`src/rtl/obi_popcount_reader_pkg.sv`:
```
// ============================================================================
// Module : obi_popcount_reader_pkg
// Brief  : Types and constants shared by the OBI popcount reader.
// Rev    : 1.0
// ============================================================================
`default_nettype none

package obi_popcount_reader_pkg;

  localparam int unsigned AddrWidth = 32;
  localparam int unsigned DataWidth = 32;
  localparam int unsigned IdWidth   = 1;
  localparam bit          UseRReady = 1'b1;

  localparam logic [AddrWidth-1:0] WordStride = 4;

  typedef enum logic [1:0] {
    IDLE   = 2'd0,
    REQ    = 2'd1,
    WAIT_R = 2'd2,
    DONE   = 2'd3
  } state_t;

  typedef struct packed {
    logic [AddrWidth-1:0]   addr;
    logic                   we;
    logic [DataWidth/8-1:0] be;
    logic [DataWidth-1:0]   wdata;
    logic [IdWidth-1:0]     aid;
  } obi_a_chan_t;

  typedef struct packed {
    obi_a_chan_t a;
    logic        req;
    logic        rready;
  } obi_req_t;

  typedef struct packed {
    logic [DataWidth-1:0] rdata;
    logic [IdWidth-1:0]   rid;
    logic                 err;
  } obi_r_chan_t;

  typedef struct packed {
    logic        gnt;
    logic        rvalid;
    obi_r_chan_t r;
  } obi_rsp_t;

endpackage

`default_nettype wire

```
`src/rtl/obi_popcount_reader_popcount.sv`:
```
// ============================================================================
// Module : obi_popcount_reader_popcount
// Brief  : Combinational count of set bits in one input word.
// Rev    : 1.0
// ============================================================================
`default_nettype none

module obi_popcount_reader_popcount #(
  parameter int unsigned INPUT_WIDTH = 32,
  localparam int unsigned POP_WIDTH  = $clog2(INPUT_WIDTH + 1)
) (
  input  logic [INPUT_WIDTH-1:0] data_i,
  output logic [POP_WIDTH-1:0]   popcount_o
);

  always_comb begin
    popcount_o = '0;
    for (int unsigned i = 0; i < INPUT_WIDTH; i++) begin
      popcount_o = popcount_o + POP_WIDTH'(data_i[i]);
    end
  end

endmodule

`default_nettype wire

```
`src/rtl/obi_popcount_reader.sv`:
```
// ============================================================================
// Module : obi_popcount_reader
// Brief  : OBI manager reading consecutive words and summing their set bits.
//          Optional OBI_POPCOUNT_READER_ABORT_ON_ERR_EN ends a job on r.err.
// Rev    : 1.0
// ============================================================================
`default_nettype none

module obi_popcount_reader
  import obi_popcount_reader_pkg::*;
#(
  parameter int unsigned MaxWords = 256,
  localparam int unsigned LenW    = $clog2(MaxWords + 1)
) (
  input  logic                 clk_i,
  input  logic                 rst_i,
  input  logic                 start_i,
  input  logic [AddrWidth-1:0] base_addr_i,
  input  logic [LenW-1:0]      num_words_i,
  output logic                 busy_o,
  output logic                 done_o,
  output logic                 err_o,
  output logic [31:0]          popcount_o,
  output obi_req_t             obi_req_o,
  input  obi_rsp_t             obi_rsp_i
);

  localparam int unsigned PopW = $clog2(DataWidth + 1);

  state_t               state_q, state_d;
  logic [AddrWidth-1:0] addr_q, addr_d;
  logic [LenW-1:0]      rem_q, rem_d;
  logic [31:0]          acc_q, acc_d;
  logic [31:0]          pop_q, pop_d;
  logic                 err_q, err_d;

  logic [LenW-1:0] len_clamped;
  logic [PopW-1:0] word_pop;
  logic            start_acc;
  logic            beat;
  logic            abort_beat;
  logic            unused_rsp;

  assign len_clamped = (num_words_i > LenW'(MaxWords)) ? LenW'(MaxWords) : num_words_i;
  assign start_acc   = (state_q == IDLE) && start_i;
  // rvalid outside WAIT_R (e.g. a stale response after reset) is ignored
  assign beat        = (state_q == WAIT_R) && obi_rsp_i.rvalid;
  assign unused_rsp  = ^obi_rsp_i.r.rid;

`ifdef OBI_POPCOUNT_READER_ABORT_ON_ERR_EN
  assign abort_beat = beat && obi_rsp_i.r.err;
`else
  assign abort_beat = 1'b0;
`endif

  obi_popcount_reader_popcount #(
    .INPUT_WIDTH(DataWidth)
  ) u_popcount (
    .data_i    (obi_rsp_i.r.rdata),
    .popcount_o(word_pop)
  );

  always_ff @(posedge clk_i) begin
    if (rst_i) begin
      state_q <= IDLE;
    end else begin
      state_q <= state_d;
    end
  end

  always_comb begin
    state_d = state_q;
    case (state_q)
      IDLE: begin
        if (start_acc) begin
          state_d = (len_clamped == '0) ? DONE : REQ;
        end
      end
      REQ: begin
        if (obi_rsp_i.gnt) begin
          state_d = WAIT_R;
        end
      end
      WAIT_R: begin
        if (beat) begin
          state_d = ((rem_q == LenW'(1)) || abort_beat) ? DONE : REQ;
        end
      end
      DONE:    state_d = IDLE;
      default: state_d = IDLE;
    endcase
  end

  always_comb begin
    obi_req_o        = '0;
    obi_req_o.req    = (state_q == REQ);
    obi_req_o.a.addr = addr_q;
    obi_req_o.a.we   = 1'b0;
    obi_req_o.a.be   = '1;
    obi_req_o.rready = UseRReady && (state_q == WAIT_R);
    busy_o           = (state_q != IDLE);
    done_o           = (state_q == DONE);
  end

  always_comb begin
    addr_d = addr_q;
    rem_d  = rem_q;
    acc_d  = acc_q;
    err_d  = err_q;
    pop_d  = pop_q;
    if (start_acc) begin
      addr_d = base_addr_i;
      rem_d  = len_clamped;
      acc_d  = '0;
      err_d  = 1'b0;
    end else if (beat) begin
      acc_d  = acc_q + 32'(word_pop);
      err_d  = err_q | obi_rsp_i.r.err;
      rem_d  = rem_q - LenW'(1);
      addr_d = addr_q + WordStride;
    end
    // Publish the total together with the done pulse
    if ((state_d == DONE) && (state_q != DONE)) begin
      pop_d = acc_d;
    end
  end

  always_ff @(posedge clk_i) begin
    if (rst_i) begin
      addr_q <= '0;
      rem_q  <= '0;
      acc_q  <= '0;
      err_q  <= 1'b0;
      pop_q  <= '0;
    end else begin
      addr_q <= addr_d;
      rem_q  <= rem_d;
      acc_q  <= acc_d;
      err_q  <= err_d;
      pop_q  <= pop_d;
    end
  end

  assign err_o      = err_q;
  assign popcount_o = pop_q;

endmodule

`default_nettype wire

```
`config.mk`:
```
export PLATFORM = sky130hd
export DESIGN_NAME = obi_popcount_reader
export DESIGN_NICKNAME = d
export VERILOG_FILES = /design/src/rtl/obi_popcount_reader_pkg.sv /design/src/rtl/obi_popcount_reader_popcount.sv /design/src/rtl/obi_popcount_reader.sv
export SDC_FILE = /design/constraint.sdc
export NUM_CORES = 1
export LEC_CHECK = 0
export ABC_AREA = 1
export CAP_MARGIN = 20
export CORE_MARGIN = 1.5
export CORE_UTILIZATION = 45
export CTS_BUF_LIST = sky130_fd_sc_hd__clkbuf_16
export DETAILED_ROUTE_END_ITERATION = 8
export HOLD_SLACK_MARGIN = 0.03
export PLACE_DENSITY = 0.85
export SYNTH_ARGS = -nofsm -noshare
export SYNTH_HDL_FRONTEND = slang
export SYNTH_SLANG_ARGS = --single-unit
export TNS_END_PERCENT = 10
```
`constraint.sdc`:
```
create_clock -name clk_i -period 6.9 [get_ports clk_i]
set_input_delay 1.035 -clock clk_i [delete_from_list [all_inputs] [get_ports clk_i]]
set_output_delay 1.035 -clock clk_i [all_outputs]
set_load 0.01 [all_outputs]
```
==> results of run 1 <==
-- per-layer routing --
layer	wire, µm	up-vias
li1	-	3761
met1	8850	3569
met2	10600	265
met3	1040	31
met4	317	0
met5	0	-
-- critical path, stage by stage --
cell and delay, ns:
buf_6 0.09, ha_4 0.25, inv_2 0.03, fa_1 0.48, fa_1 0.59, fa_1 0.45
fa_1 0.50, fa_1 0.57, fa_1 0.45, fa_2 0.40, fa_2 0.42, buf_6 0.14
xnor2_4 0.14, ha_4 0.29, inv_2 0.05, nor2_4 0.11, nand2_2 0.09, nand2_4 0.11
nand2_4 0.06, nand2_4 0.11, buf_4 0.12, nand3_1 0.07, o21bai_1 0.20, nand3_2 0.11
a21oi_1 0.14
-- per-stage QoR --
step                      util (%)  instance area (µm²)  total power, W
final                         60.0                 9600         0.00316
after global routing          60.0                 9600         0.00340
after CTS                     58.5                 9360         0.00276
after detailed placement      56.4                 9020         0.00218
after global placement        56.4                 9020         0.00212
after floorplan                  -                 7540         0.00166
-- cells by family (layout without fill, tap and decap cells) --
kind of cell	after synthesis	in the layout	synth area share [%]
XOR/XNOR	9	9	1.06
other	2	38	0.101
AO/OA/AOI/OAI	137	137	11.1
AND/OR/NAND/NOR	567	567	33.4
buffers and inverters	252	376	15.2
adder cells (fa/ha/maj)	44	44	9.97
flip-flops	108	108	29.2
-- report_power, final --
part / internal (W) / switching [W]
combinational: 0.000953 / 0.000966
sequential: 0.000655 / 0.0000339
clock: 0.000289 / 0.000264
total: 0.00190 / 0.00126
-- cell usage after synthesis, types with 4 or more instances --
cell type  number  area, µm²
inv_2           7       26.3
buf_4          42        315
buf_2          14       70.1
ha_1           19        238
nor2_1        134        503
dfxtp_1       108       2160
nand2_1       277       1040
a21oi_1        58        290
or2_2           8       50.1
o21bai_1        5       37.5
nor3_1         21        105
inv_1         174        653
nor2_4          4       45.0
clkbuf_1       13       48.8
fa_1           25        500
nand3b_1       13       97.6
nand4_1        18        113
nand3_1        76        380
o211ai_1       10       75.1
a311oi_1        5       43.8
a31oi_1         6       37.5
xor2_1          6       52.6
o21ai_0        33        165
nand2_4         4       45.0
a211oi_1        5       37.5
-- sequential cells by signal, summed over array words and instances, names as in the netlist --
| signal | count |
|---|---|
| acc_q | 32 |
| addr_q | 32 |
| err_o | 1 |
| popcount_o | 32 |
| rem_q | 9 |
| state_q | 2 |
-- worst paths after layout --
kind,start,endpoint,depth (start not counted)
worst max-delay path,obi_rsp_i[2],popcount_o[20],25
worst min-delay path,err_o,err_o,1
worst max register to register,state_q[0],popcount_o[1],11
worst min register to register,err_o,err_o,1
-- final cells by class --
class	instances	area, µm²	share of cell area [%]
well taps	216	270	2.82
clock inverters	7	82.6	0.860
repair buffers	179	1760	18.3
flip-flops and latches	108	2160	22.5
clock buffers	9	225	2.35
inverters	181	679	7.08
multi-input cells	795	4420	46.1
-- timing repair --
item	4_1_cts	5_1_grt
buffers inserted	0	7
pin swaps	4	36
resized for setup	11	64
endpoints found under the setup margin	39	56
==> qor.txt, run 1 <==
Worst EP arrival - 7.00 ns
Routed wire per std cell - 13.9 µm
Final Hold Viols - 0
Reg clk slew, reported paths - 0.08 ns
Max VDD drop - 0.420 mV
CTS H-Tree Depth - 3
Die Area - 17,200 µm²
Total negative slack - 0 ns
Vias in the first global route - 7,189
Status - finished, final reports clean
Sequential area share after synthesis - 29.2%
CP Max Fanout - 4
Leakage - 4.51 nW
Placer Congestion - 0.927
CTS Hold Bufs - 0
DRC errors left - 0
MaxCap Viol Count - 0
Height of the die - 131 µm
CTS root buf - clkbuf_16
Final std cells w/o fill - 1,495
Core box area - 16,000 µm²
Met3 usage - 3.59%
Area delta synth->final - 29.7%
ANT nets after route - 0
Detailed placement HPWL - 14.8 mm
Clock Path Buffers - 2
First-pass GRT wire length - 33.2 mm
Overall routing resource usage - 23.3%
Routing usage on met2 - 43.7%
Class of the most critical setup path - in2reg
GRT overflow - 0
Initial antenna violation count - 0
Drt first-iter violations - 624
Chip Width - 131 µm
Hold Slack - 0.475 ns
Count of cell types in the netlist - 49
Ports - 187
CTS Buf Count - 9
Placed Cells - 1,472
Slew @ Worst Pin - 0.704 ns
GR peak layer - met2
Largest net degree at the start of global routing - 53
Fmax - 149 MHz
Final Slew Violations - 0
Port Buffers - 147
R2R Setup Slk - 3.61 ns
Inserted Diodes - 0
Data required, critical path - 7.20 ns
Share of cells above drive strength 1 - 9.77%
Met1 Usage GRT - 27.1%
Fin crit share - 97.1%
Final setup violation count - 0
FF+latch count, synth - 108
Synth warnings - 0
Post-synth EDFFs - 0
Routed wire length - 20.8 mm
Layout Skew - 0.00784 ns
CTS Sinks - 108
Synthesized area - 7400 µm²
Clk_lat worst skew - 0.37 ns
Most common cell after layout, fill and taps aside - nand2_1
Initial core utilization - 46.3%
Nets - 1,398
First-pass DRT Iterations - 5
Fin crit period - 6.70 ns
Top FF cell, synth - dfxtp_1
Most frequent cells in the layout - nand2_1 (266), inv_1 (166), clkdlybuf4s50_1 (131)
Avg Inst Size Synth - 6.61 µm²
Cell Rows - 46
Mapped Cells - 1,119
Asr flop ratio synth - 0%
Worst min path class - reg2reg
Cell Pwr Density - 329 nW/µm²
Fillcell total - 1,435
Via/cell ratio - 5.10
Pre-CTS setup slack - -0.545 ns
Worst Setup End Kind - flip-flop
Final worst slack - 0.199 ns
Via count - 7,626
Max_slew headroom - 53.0%
CTS tree - yes
Element type at the critical path start - input pin
Note: power is estimated with default switching activity, not from simulation.
==> run 2: changes to the inputs <==
--- a/config.mk
+++ b/config.mk
@@ -11,7 +11,7 @@
 export CORE_UTILIZATION = 45
 export CTS_BUF_LIST = sky130_fd_sc_hd__clkbuf_16
 export DETAILED_ROUTE_END_ITERATION = 8
-export HOLD_SLACK_MARGIN = 0.03
+export HOLD_SLACK_MARGIN = 0.05
 export PLACE_DENSITY = 0.85
 export SYNTH_ARGS = -nofsm -noshare
 export SYNTH_HDL_FRONTEND = slang
==> results of run 2 <==
Final layout, timing and power as in run 1 (identical DEF).
